<file path="src/rtl/qlm_mult_pipe.sv">
// qlm_mult_pipe: pipelined unsigned WxW -> 2W multiplier with a per-operation
// choice between the exact product and a Mitchell log-based approximation.
// Valid/ready streaming on both sides; a single advance enable stalls the
// whole pipeline when the output is held. op_count tallies output handshakes.
//
// Register ranks: S1 (operands) -> S2 (partial products / log terms)
//                 -> S3 (sum / mantissa + shift) -> output registers.
`timescale 1ns/1ps

module qlm_mult_pipe #(
  parameter int W     = 16,
  parameter int Q     = 6,
  parameter int CNT_W = 16
) (
  input  logic               clk,
  input  logic               rst_n,
  input  logic               in_valid,
  output logic               in_ready,
  input  logic [W-1:0]       x,
  input  logic [W-1:0]       y,
  input  logic               mode,
  output logic               out_valid,
  input  logic               out_ready,
  output logic [2*W-1:0]     p_out,
  output logic               out_mode,
  output logic [CNT_W-1:0]   op_count
);

  localparam int LO_W = W / 2;          // low half of y
  localparam int HI_W = W - LO_W;       // high half of y
  localparam int KW   = $clog2(W);      // leading-one index width
  localparam int PW   = 2 * W;          // product width
  localparam int MW   = Q + 2;          // approx mantissa width
  localparam int EW   = PW + Q + 2;     // antilog shift headroom

  // Index of the most significant set bit (0 when v == 0; caller masks that case).
  function automatic logic [KW-1:0] lead_one(input logic [W-1:0] v);
    logic [KW-1:0] r;
    r = '0;
    for (int i = 0; i < W; i++) begin
      if (v[i]) r = KW'(i);
    end
    return r;
  endfunction

  // Bits below the leading one, normalised to a Q-bit fraction (truncated).
  function automatic logic [Q-1:0] frac_of(input logic [W-1:0] v, input logic [KW-1:0] k);
    logic [W+Q-1:0] t;
    t = {v ^ (W'(1) << k), {Q{1'b0}}} >> k;
    return t[Q-1:0];
  endfunction

  logic adv;

  // Stage 1 registers
  logic           s1_valid;
  logic [W-1:0]   s1_x, s1_y;
  logic           s1_mode;

  // Stage 2 registers
  logic                 s2_valid;
  logic                 s2_mode;
  logic [W+LO_W-1:0]    s2_pp_lo;
  logic [W+HI_W-1:0]    s2_pp_hi;
  logic [KW-1:0]        s2_kx, s2_ky;
  logic [Q-1:0]         s2_fx, s2_fy;
  logic                 s2_zero;

  // Stage 3 registers
  logic                 s3_valid;
  logic                 s3_mode;
  logic [PW-1:0]        s3_val;     // exact product, or approx mantissa zero-extended
  logic [KW:0]          s3_sh;      // kx + ky

  // Combinational next-stage values
  logic [W+LO_W-1:0]    pp_lo_d;
  logic [W+HI_W-1:0]    pp_hi_d;
  logic [KW-1:0]        kx_d, ky_d;
  logic [Q-1:0]         fx_d, fy_d;
  logic [PW-1:0]        sum_d;
  logic [Q:0]           s_d;
  logic [MW-1:0]        m_d;
  logic [EW-1:0]        wide_d;
  logic [PW-1:0]        p_d;

  // The whole pipeline moves unless a valid result is waiting on the consumer.
  assign adv      = !(out_valid && !out_ready);
  assign in_ready = adv;

  // S1: capture the operand pair (a bubble enters when in_valid is low).
  // NOTE: all registers are written with <= so every stage samples the
  // previous-cycle value of its source; = here would collapse stages.
  // NOTE: data registers are reset too -- p_out must read 0 after reset, and
  // the design holds no memory array that would make a reset costly.
  always_ff @(posedge clk or negedge rst_n) begin
    if (!rst_n) begin
      s1_valid <= 1'b0;
      s1_x     <= '0;
      s1_y     <= '0;
      s1_mode  <= 1'b0;
    end else if (adv) begin
      s1_valid <= in_valid;
      s1_x     <= x;
      s1_y     <= y;
      s1_mode  <= mode;
    end
  end

  // S1 -> S2 work: both partial products and both log terms are formed every cycle.
  // NOTE: every output of an always_comb gets a value on every path (here
  // unconditionally); a missed branch would infer a latch.
  always_comb begin
    pp_lo_d = (W+LO_W)'(s1_x) * (W+LO_W)'(s1_y[LO_W-1:0]);
    pp_hi_d = (W+HI_W)'(s1_x) * (W+HI_W)'(s1_y[W-1:LO_W]);
    kx_d    = lead_one(s1_x);
    ky_d    = lead_one(s1_y);
    fx_d    = frac_of(s1_x, kx_d);
    fy_d    = frac_of(s1_y, ky_d);
  end

  // S2: hold partial products and log terms.
  always_ff @(posedge clk or negedge rst_n) begin
    if (!rst_n) begin
      s2_valid <= 1'b0;
      s2_mode  <= 1'b0;
      s2_pp_lo <= '0;
      s2_pp_hi <= '0;
      s2_kx    <= '0;
      s2_ky    <= '0;
      s2_fx    <= '0;
      s2_fy    <= '0;
      s2_zero  <= 1'b0;
    end else if (adv) begin
      s2_valid <= s1_valid;
      s2_mode  <= s1_mode;
      s2_pp_lo <= pp_lo_d;
      s2_pp_hi <= pp_hi_d;
      s2_kx    <= kx_d;
      s2_ky    <= ky_d;
      s2_fx    <= fx_d;
      s2_fy    <= fy_d;
      s2_zero  <= (s1_x == '0) || (s1_y == '0);
    end
  end

  // S2 -> S3 work: exact final add, or approx mantissa M and shift kx+ky.
  always_comb begin
    sum_d = PW'(s2_pp_lo) + (PW'(s2_pp_hi) << LO_W);
    s_d   = (Q+1)'(s2_fx) + (Q+1)'(s2_fy);
    if (s2_zero)
      m_d = '0;
    else if (!s_d[Q])
      m_d = {2'b01, s_d[Q-1:0]};     // s < 2^Q: M = 2^Q + s
    else
      m_d = {s_d, 1'b0};             // s >= 2^Q: M = 2s
  end

  // S3: hold the exact product or the approx mantissa with its shift.
  always_ff @(posedge clk or negedge rst_n) begin
    if (!rst_n) begin
      s3_valid <= 1'b0;
      s3_mode  <= 1'b0;
      s3_val   <= '0;
      s3_sh    <= '0;
    end else if (adv) begin
      s3_valid <= s2_valid;
      s3_mode  <= s2_mode;
      s3_val   <= s2_mode ? PW'(m_d) : sum_d;
      s3_sh    <= (KW+1)'(s2_kx) + (KW+1)'(s2_ky);
    end
  end

  // S3 -> output work: antilog is M * 2^(kx+ky) / 2^Q, truncated.
  always_comb begin
    wide_d = EW'(s3_val[MW-1:0]) << s3_sh;
    p_d    = s3_mode ? PW'(wide_d >> Q) : s3_val;
  end

  // Output registers: bubbles advance out_valid but never overwrite p_out.
  always_ff @(posedge clk or negedge rst_n) begin
    if (!rst_n) begin
      out_valid <= 1'b0;
      p_out     <= '0;
      out_mode  <= 1'b0;
    end else if (adv) begin
      out_valid <= s3_valid;
      if (s3_valid) begin
        p_out    <= p_d;
        out_mode <= s3_mode;
      end
    end
  end

  // Completed-operation counter; wraps naturally at 2^CNT_W.
  always_ff @(posedge clk or negedge rst_n) begin
    if (!rst_n)
      op_count <= '0;
    else if (out_valid && out_ready)
      op_count <= op_count + CNT_W'(1);
  end

endmodule

</file>
<file path="config.mk">
export PLATFORM = sky130hd
export DESIGN_NAME = qlm_mult_pipe
export DESIGN_NICKNAME = d
export VERILOG_FILES = /design/src/rtl/qlm_mult_pipe.sv
export SDC_FILE = /design/constraint.sdc
export NUM_CORES = 1
export LEC_CHECK = 0
export CORE_ASPECT_RATIO = 0.75
export CORE_MARGIN = 4
export CORE_UTILIZATION = 45
export CTS_BUF_LIST = sky130_fd_sc_hd__clkbuf_8
export CTS_CLUSTER_DIAMETER = 40
export DETAILED_ROUTE_END_ITERATION = 7
export GPL_TIMING_DRIVEN = 0
export PLACE_DENSITY = 0.69
export SLEW_MARGIN = 10
export SYNTH_ARGS = -nofsm -noshare
export SYNTH_HDL_FRONTEND = slang
export SYNTH_SLANG_ARGS = --single-unit
</file>
<file path="constraint.sdc">
create_clock -name clk -period 5.3 [get_ports clk]
set_input_delay 1.325 -clock clk [delete_from_list [all_inputs] [get_ports clk]]
set_output_delay 1.325 -clock clk [all_outputs]
set_load 0.05 [all_outputs]
</file>
==> flow_metrics.env, run 1 <==
export IMPL_outcome="completed"
export IMPL_die_area_mm2=0.0449
export IMPL_drv_slew=0
export IMPL_clock_sinks=194
export IMPL_synth_edf_count=0
export IMPL_critPathMaxFanout=10
export IMPL_core_area_mm2=0.0409
export IMPL_cts_root_buf="clkbuf_8"
export IMPL_ant_nets=0
export IMPL_setup_violations=0
export IMPL_cts_buffer_depth=2
export IMPL_cts_clk_slew_worst_paths_ns=0.10
export IMPL_synthArstFlopShare_pct=100
export IMPL_finalNetCount=2554
export IMPL_clkLatencyLatePin_ns=0.53
export IMPL_max_slew_margin_pct=22.5
export IMPL_drc=0
export IMPL_finalCriticalPeriod_ns=5.20
export IMPL_num_rows=64
export IMPL_reg2reg_from="s1_x[4]"
export IMPL_start_util_pct=45.6
export IMPL_multi_input_comb_area_mm2=0.0126
export IMPL_hp_start="s3_val[12]"
export IMPL_syn_num_nets=2435
export IMPL_firstDrtPassIters=8
export IMPL_start_kind="input port"
export IMPL_critPathKind="input port to primary output"
export IMPL_critical_path_required_ns=3.97
export IMPL_period_share_pct=98.0
export IMPL_syn_area_per_cell_um2=8.84
export IMPL_hold_class="register to register"
export IMPL_numPortBuffers=87
export IMPL_tritoncts="yes"
export IMPL_critPathMostFrequentCell="clkdlybuf4s50_1"
export IMPL_critPathBufInv=5
export IMPL_tritoncts_num_buffers=17
export IMPL_critPathSlowestCell="clkdlybuf4s50_1"
export IMPL_drive_gt1_share_pct=8.47
export IMPL_maxCapViolations=0
export IMPL_synth_cell_types=85
export IMPL_cts_hold_buf=0
export IMPL_fin_util_pct=51.9
export IMPL_fillers=3770
export IMPL_hold_path_depth=2
export IMPL_synth_ff_latch_count=194
export IMPL_hold_viol=0
export IMPL_clock_skew_ns=0.0175
export IMPL_drtIter0Drc=1245
export IMPL_setup_tns_final_ns=0
export IMPL_grt_pass1_wl_um=95500
export IMPL_stdcell_count=2804
export IMPL_r2r_cells=17
export IMPL_final_common_cell="nand2_1"
export IMPL_grt_start_max_net_pins=107
export IMPL_antenna_found_initial=1
export IMPL_numPlacedInstances=2761
export IMPL_vias=16220
export IMPL_die_y_um=184
export IMPL_worstMarginPinSlew_ns=1.16
export IMPL_r2r_slack_ns=0.13
export IMPL_slowest_delay_ns=0.96
export IMPL_syn_instance_count=2112
export IMPL_area_growth_pct=13.8
export IMPL_worstPathArrival_ns=3.87
export IMPL_path_cells="clkdlybuf4s50_1 > nor2b_1 > clkbuf_2 > clkinvlp_4 > clkbuf_1 > clkdlybuf4s50_1"
export IMPL_synth_ff_type="dfrtp_1"
export IMPL_gp_congestion=0.968
export IMPL_grtUsageTotal_pct=27.9
export IMPL_path_delay_family="buffers and inverters"
export IMPL_seq_area_mm2=0.00489
export IMPL_yosys_warnings=0
export IMPL_die_w_um=243
export IMPL_max_freq_mhz=192
export IMPL_hpwl_um=48200
export IMPL_worstSetupEndpointType="primary output"
export IMPL_ys_seq_area_share_pct=26.0
export IMPL_min_to="s3_val[12]"
export IMPL_wl_per_cell_um=22.2
export IMPL_grt_overflow=0
export IMPL_netlist_area_mm2=0.0187
export IMPL_r2r_end="s2_pp_hi[17]"
export IMPL_viasPerCell=5.78
export IMPL_routed_wirelength_um=62200
export IMPL_ctsHtreeMaxLevel=4
export IMPL_layout_cells_most_common_list="nand2_1 (259), inv_1 (214), and2_1 (210), dfrtp_1 (173), fa_1 (171)"
export IMPL_grt_pass1_vias=16201
export IMPL_io_pins=88
[what timing repair did]
item | in CTS | in global routing
setup buffers | 13 | 28
setup endpoints to repair | 29 | 13
pin swaps | 1 | 13
resized for setup | 84 | 77
[metal layers]
metal | track usage [%] | wire, µm | part of all wire, % | vias up
li1 | - | - | - | 7243
met1 | 39.6 | 27500 | 44 | 8242
met2 | 41.5 | 27000 | 43 | 639
met3 | 8.32 | 5990 | 9.6 | 96
met4 | 8.21 | 1640 | 2.6 | 0
met5 | 0 | 0 | 0 | -
[cell usage after synthesis, types with 4 or more instances]
| cell | n | area (µm²) |
|---|---|---|
| a211o_1 | 4 | 35.0 |
| a211oi_1 | 19 | 143 |
| a21o_1 | 17 | 128 |
| a21oi_1 | 109 | 546 |
| a221o_1 | 4 | 40.0 |
| a221oi_1 | 24 | 210 |
| a22o_1 | 17 | 149 |
| a22oi_1 | 5 | 37.5 |
| a31oi_1 | 17 | 106 |
| and2_1 | 212 | 1330 |
| and3_1 | 12 | 75.1 |
| buf_1 | 6 | 22.5 |
| buf_2 | 4 | 20.0 |
| buf_6 | 6 | 67.6 |
| clkbuf_1 | 111 | 417 |
| dfrtp_1 | 194 | 4850 |
| fa_1 | 171 | 3420 |
| ha_1 | 115 | 1440 |
| inv_1 | 214 | 803 |
| mux2_2 | 12 | 135 |
| mux2i_1 | 37 | 370 |
| nand2_1 | 260 | 976 |
| nand2b_1 | 22 | 138 |
| nand3_1 | 31 | 155 |
| nand4_1 | 5 | 31.3 |
| nor2_1 | 143 | 537 |
| nor2b_1 | 11 | 68.8 |
| nor3_1 | 20 | 100 |
| nor4_1 | 5 | 31.3 |
| o2111ai_1 | 5 | 43.8 |
| o211ai_1 | 14 | 105 |
| o21a_1 | 14 | 105 |
| o21ai_0 | 87 | 435 |
| o21bai_1 | 7 | 52.6 |
| o221ai_1 | 7 | 61.3 |
| o22ai_1 | 5 | 31.3 |
| o31ai_1 | 16 | 120 |
| o41ai_1 | 5 | 43.8 |
| or3_1 | 9 | 56.3 |
| xnor2_1 | 44 | 385 |
| xor2_1 | 26 | 228 |
[cell type report]
cell class / instances / area share, %
clock inverter: 13 / 0.542
clock buffer: 17 / 1.10
inverter: 215 / 3.85
timing repair buffer: 129 / 5.79
antenna: 1 / 0.0118
multi-input combinational: 1573 / 59.3
sequential: 194 / 23.0
tap: 561 / 3.30
buffer: 101 / 3.10
[state kept, by name (all words and copies together) (netlist names)]
register and cells:
s2_mode 1, s3_mode 1, out_valid 1, s2_zero 1
out_mode 1, s3_sh 5, s2_pp_lo 24, s2_ky 4
s2_kx 4, s2_fy 6, s3_valid 1, s1_x 16
s2_pp_hi 24, s2_fx 6, s1_y 16, p_out 32
s1_mode 1, s3_val 32, s1_valid 1, op_count 16
s2_valid 1
[cell families (layout without fill, tap and decap cells)]
kind of cell | count (synthesis) | count (layout) | share of synthesized area [%]
compound gates | 419 | 419 | 15.1
other cells | 0 | 1 | 0
simple gates | 749 | 749 | 19.6
buf+inv | 345 | 475 | 7.30
mux | 49 | 49 | 2.71
flops | 194 | 194 | 26.0
fa+ha+maj | 286 | 286 | 26.0
xor+xnor | 70 | 70 | 3.28
[worst max-delay path by stage]
| stage | startpoint | endpoint | cells after the start |
|---|---|---|---|
| after floorplan | s1_y[10] | s2_pp_hi[23] | 18 |
| after global placement | rst_n | s2_pp_hi[19] | 1 |
| after detailed placement | s1_y[10] | s2_pp_hi[20] | 19 |
| after CTS | s1_y[11] | s2_pp_hi[23] | 17 |
| after global routing | s1_x[5] | s2_pp_hi[23] | 17 |
| final | out_ready | in_ready | 6 |
[worst reg2reg max path, cell delays in order (launching register included)]
cell and delay [ns]:
dfrtp_4 0.53, buf_6 0.18, and2_1 0.17, fa_1 0.50, fa_1 0.50, fa_1 0.49, inv_1 0.05, fa_1 0.48
inv_1 0.06, ha_4 0.17, or3_4 0.38, o221a_4 0.26, o31ai_4 0.32, buf_4 0.17, a21oi_1 0.09, a21o_1 0.21
a211oi_1 0.35, o31ai_1 0.10
[metrics by stage]
stage	setup slack (ns)	hold WS [ns]	instance area (µm²)
after global routing	-0.0291	0.514	21200
after CTS	0.00175	0.487	20800
after global placement	-5.12	0.455	20200
final	0.104	0.485	21300
after detailed placement	-1.06	0.459	20300
after floorplan	0.313	0.438	18700
Power of run 1 is not shown: default switching activity piles up to over one toggle a cycle in this logic, so the estimate is an artifact.
==> inputs of run 2 (changes only) <==
- CAP_MARGIN: not set -> 20
- CTS_CLUSTER_DIAMETER: 40 -> 120
- GPL_TIMING_DRIVEN: 0 -> not set
==> flow_metrics.env, run 2 (synthesis gave the netlist of run 1 again) <==
export IMPL_hold_viol=0
export IMPL_worstSetupEndpointType="register"
export IMPL_start_util_pct=45.6
export IMPL_drive_gt1_share_pct=7.73
export IMPL_hp_start="s2_pp_hi[2]"
export IMPL_numPortBuffers=87
export IMPL_area_growth_pct=11.8
export IMPL_critical_path_required_ns=5.69
export IMPL_start_kind="register"
export IMPL_num_rows=64
export IMPL_maxCapViolations=0
export IMPL_tritoncts="yes"
export IMPL_layout_cells_most_common_list="nand2_1 (260), and2_1 (212), inv_1 (212), dfrtp_1 (187), fa_1 (171)"
export IMPL_period_share_pct=96.5
export IMPL_cts_buffer_depth=2
export IMPL_clock_skew_ns=0.0293
export IMPL_critPathMaxFanout=7
export IMPL_worstMarginPinSlew_ns=0.912
export IMPL_path_cells="buf_4 > and2_1 > fa_1 > fa_1 > fa_1 > inv_1 > fa_1 > inv_1 > ha_1 > o21a_1 > o21ai_0 > o21ai_0 > and2_1 > a221oi_4 > o21ai_0 > o2111ai_1 > o311ai_1"
export IMPL_antenna_found_initial=0
export IMPL_io_pins=88
export IMPL_max_freq_mhz=195
export IMPL_vias=15348
export IMPL_drtIter0Drc=1366
export IMPL_diodes=0
export IMPL_finalCriticalPeriod_ns=5.12
export IMPL_grt_start_max_net_pins=135
export IMPL_cp_startpoint="s1_y[2]"
export IMPL_critPathMostFrequentCell="fa_1"
export IMPL_hpwl_um=40000
export IMPL_grtUsageTotal_pct=23.2
export IMPL_setup_ws_ns=0.185
export IMPL_cts_hold_buf=0
export IMPL_core_area_mm2=0.0409
export IMPL_stdcell_count=2747
export IMPL_grt_busiest_layer="met2"
export IMPL_reg2reg_from="s1_y[2]"
export IMPL_critPathKind="register to register"
export IMPL_seq_area_mm2=0.00486
export IMPL_clkLatencyLatePin_ns=0.53
export IMPL_slowest_delay_ns=0.54
export IMPL_outcome="completed"
export IMPL_ctsHtreeMaxLevel=4
export IMPL_fin_util_pct=51.0
export IMPL_die_w_um=243
export IMPL_routed_wirelength_um=51500
export IMPL_clock_sinks=194
export IMPL_drv_slew=0
export IMPL_drc=0
export IMPL_top_regs="p_out x32, s3_val x32"
export IMPL_met1_usage_pct=34.5
export IMPL_firstDrtPassIters=6
export IMPL_grt_overflow=0
export IMPL_pre_cts_slack_ns=0.0630
export IMPL_cts_clk_slew_worst_paths_ns=0.13
export IMPL_viasPerCell=5.59
export IMPL_fillers=3810
export IMPL_wl_per_cell_um=18.7
export IMPL_hold_path_depth=2
export IMPL_holdWs_ns=0.486
export IMPL_ant_nets=0
export IMPL_numPlacedInstances=2713
export IMPL_die_y_um=184
export IMPL_finalNetCount=2496
export IMPL_gp_congestion=0.920
export IMPL_die_area_mm2=0.0449
export IMPL_gr_usage_met2_pct=36.4
export IMPL_final_common_cell="nand2_1"
export IMPL_worstPathArrival_ns=5.50
export IMPL_tritoncts_num_buffers=17
export IMPL_r2r_cells=17
export IMPL_cts_root_buf="clkbuf_8"
export IMPL_setup_violations=0
export IMPL_max_slew_margin_pct=38.7
export IMPL_use_met3_pct=3.93
export IMPL_hold_class="register to register"
export IMPL_critPathSlowestCell="fa_1"
export IMPL_multi_input_comb_area_mm2=0.0125
export IMPL_grt_pass1_vias=15074
export IMPL_grt_pass1_wl_um=83200
==> run 2: per-layer routing <==
metal	up-vias	part of all wire, %
met5	-	0
met2	458	46
met1	7690	47
li1	7135	-
met4	0	1.3
met3	65	6.1
==> run 2: final timing paths <==
| check | end | slack, ns |
|---|---|---|
| hold / removal | s2_pp_hi[2] | 0.49 |
| min in group asynchronous | op_count[11] | 0.73 |
| setup reg to reg | s2_pp_lo[22] | 0.18 |
| max in group asynchronous | s1_x[3] | 3.38 |
| hold reg to reg | s2_pp_hi[2] | 0.49 |
| setup / recovery | s2_pp_lo[22] | 0.18 |
==> run 2: critical path: cells and delay by family (launching register included) <==
family,cells,cell delay (ns)
AO/OA/AOI/OAI,7,1.54
adder cells (fa/ha/maj),5,2.26
buffers and inverters,3,0.29
flip-flops,1,0.47
AND/OR/NAND/NOR,2,0.42
==> run 2: layout make-up <==
| type | instances | area share [%] |
|---|---|---|
| multi-input combinational | 1573 | 59.9 |
| sequential | 194 | 23.3 |
| timing repair buffer | 172 | 7.37 |
| inverter | 215 | 3.91 |
| tap | 561 | 3.36 |
| clock buffer | 17 | 1.12 |
| clock inverter | 15 | 1.07 |
==> run 2: timing repair <==
action,in CTS,in global routing
endpoints found under the hold margin,0,0
endpoints found under the setup margin,0,13
buffers inserted,0,2
resized for setup,0,15
==> run 2: through the flow <==
step	cell area (µm²)	setup TNS, ns
CTS	20800	0
global route	20900	-0.0275
floorplan	18700	0
detailed placement	20400	0
global placement	20400	0
finish	20900	0
Power of run 2 is left out for the same reason.
==> inputs of run 3 (changes only) <==
- CORE_UTILIZATION: 45 -> 35
- PLACE_DENSITY: 0.69 -> 0.57
==> flow_metrics.env, run 3 (synthesis gave the netlist of run 1 again) <==
export IMPL_worstMarginPinSlew_ns=0.958
export IMPL_clock_sinks=194
export IMPL_ctsHtreeMaxLevel=4
export IMPL_core_area_mm2=0.0529
export IMPL_drtIter0Drc=1280
export IMPL_clkLatencyLatePin_ns=0.52
export IMPL_r2r_slack_ns=0.14
export IMPL_min_to="s1_mode"
export IMPL_numPlacedInstances=2863
export IMPL_maxCapViolations=0
export IMPL_tritoncts="yes"
export IMPL_area_growth_pct=13.2
export IMPL_cts_root_buf="clkbuf_8"
export IMPL_tritoncts_num_buffers=17
export IMPL_hold_viol=0
export IMPL_final_common_cell="nand2_1"
export IMPL_grt_pass1_vias=15473
export IMPL_finalCriticalPeriod_ns=5.16
export IMPL_setup_violations=0
export IMPL_grt_pass1_wl_um=89100
export IMPL_die_area_mm2=0.0572
export IMPL_max_slew_margin_pct=35.5
export IMPL_grtUsageTotal_pct=19.6
export IMPL_critPathKind="register to register"
export IMPL_r2r_end="s2_pp_hi[23]"
export IMPL_numPortBuffers=87
export IMPL_hp_start="s1_mode"
export IMPL_cp_startpoint="s1_x[3]"
export IMPL_rsz0062_at_grt="true"
export IMPL_hpwl_um=43300
export IMPL_worstPathArrival_ns=5.53
export IMPL_start_kind="register"
export IMPL_hold_class="register to register"
export IMPL_num_rows=73
export IMPL_cts_clk_slew_worst_paths_ns=0.12
export IMPL_top_regs="p_out x32, s3_val x32"
export IMPL_hold_path_depth=2
export IMPL_routed_wirelength_um=55600
export IMPL_reg2reg_from="s1_x[3]"
export IMPL_firstDrtPassIters=6
export IMPL_cts_buffer_depth=2
export IMPL_stdcell_count=2903
export IMPL_io_pins=88
export IMPL_grt_start_max_net_pins=176
export IMPL_antenna_found_initial=1
export IMPL_critPathMaxFanout=16
export IMPL_max_freq_mhz=194
export IMPL_drv_slew=0
export IMPL_die_w_um=275
export IMPL_viasPerCell=5.31
export IMPL_critical_path_required_ns=5.67
export IMPL_clock_skew_ns=0.0214
export IMPL_layout_cells_most_common_list="nand2_1 (260), inv_1 (214), and2_1 (212), dfrtp_1 (186), fa_1 (170)"
export IMPL_grt_overflow=0
export IMPL_worstSetupEndpointType="register"
export IMPL_finalNetCount=2500
export IMPL_gp_congestion=0.894
export IMPL_drc=0
export IMPL_period_share_pct=97.4
export IMPL_die_y_um=208
export IMPL_cts_hold_buf=0
export IMPL_ant_nets=0
export IMPL_vias=15415
export IMPL_wl_per_cell_um=19.2
export IMPL_r2r_cells=17
export IMPL_outcome="completed"
export IMPL_start_util_pct=35.3
export IMPL_drive_gt1_share_pct=7.99
run 3: repair_timing:
item,CTS,global route
buffers inserted,0,7
cloned,0,0
resized for setup,4,20
pin swaps,0,2
endpoints found under the setup margin,5,14
run 3: area by class of cell:
cell class	instances	area (µm²)
antenna	1	2.50
clock inverter	15	166
tap	712	891
fill	5284	31800
multi-input combinational	1573	12500
inverter	215	812
clock buffer	17	234
timing repair buffer	176	1640
sequential	194	4870
run 3: worst max-delay path, stage by stage (launching register included):
cell and delay [ns]:
dfrtp_2 0.47, buf_12 0.17, and2_1 0.16, fa_1 0.55, fa_1 0.43, fa_1 0.51
inv_1 0.05, fa_1 0.47, inv_1 0.04, ha_1 0.22, or3_1 0.39, o221a_2 0.27
o31ai_4 0.32, a211oi_2 0.12, buf_4 0.17, o311a_1 0.35, o31ai_1 0.20, a21boi_0 0.11
run 3: through the flow:
stage | utilization [%] | hold WS, ns | cell area, µm² | TNS [ns] | setup slack [ns]
after floorplan | - | 0.438 | 18700 | 0 | 0.313
after global placement | 38.9 | 0.459 | 20600 | 0 | 0.0322
after detailed placement | 38.9 | 0.460 | 20600 | -0.129 | -0.0548
after CTS | 39.7 | 0.488 | 21000 | 0 | 0.0151
after global routing | 40.0 | 0.512 | 21100 | -0.0747 | -0.0712
final | 40.0 | 0.480 | 21100 | 0 | 0.140
run 3: metal layers:
metal  global-route usage [%]  up-vias  wire (µm)
li1                         -     7135          -
met1                     29.3     7857      26500
met2                     30.4      384      25300
met3                     3.37       39       3350
met4                     2.84        0        490
met5                        0        -          0
run 3: worst max path at each step:
stage | to | slack, ns | cells after the start
floorplan | s2_pp_hi[23] | 0.31 | 18
global placement | s2_pp_hi[23] | 0.03 | 18
detailed placement | s2_pp_hi[21] | -0.05 | 18
CTS | s2_pp_hi[21] | 0.02 | 18
global route | s2_pp_hi[23] | -0.07 | 17
finish | s2_pp_hi[23] | 0.14 | 17
Power of run 3 is left out for the same reason.
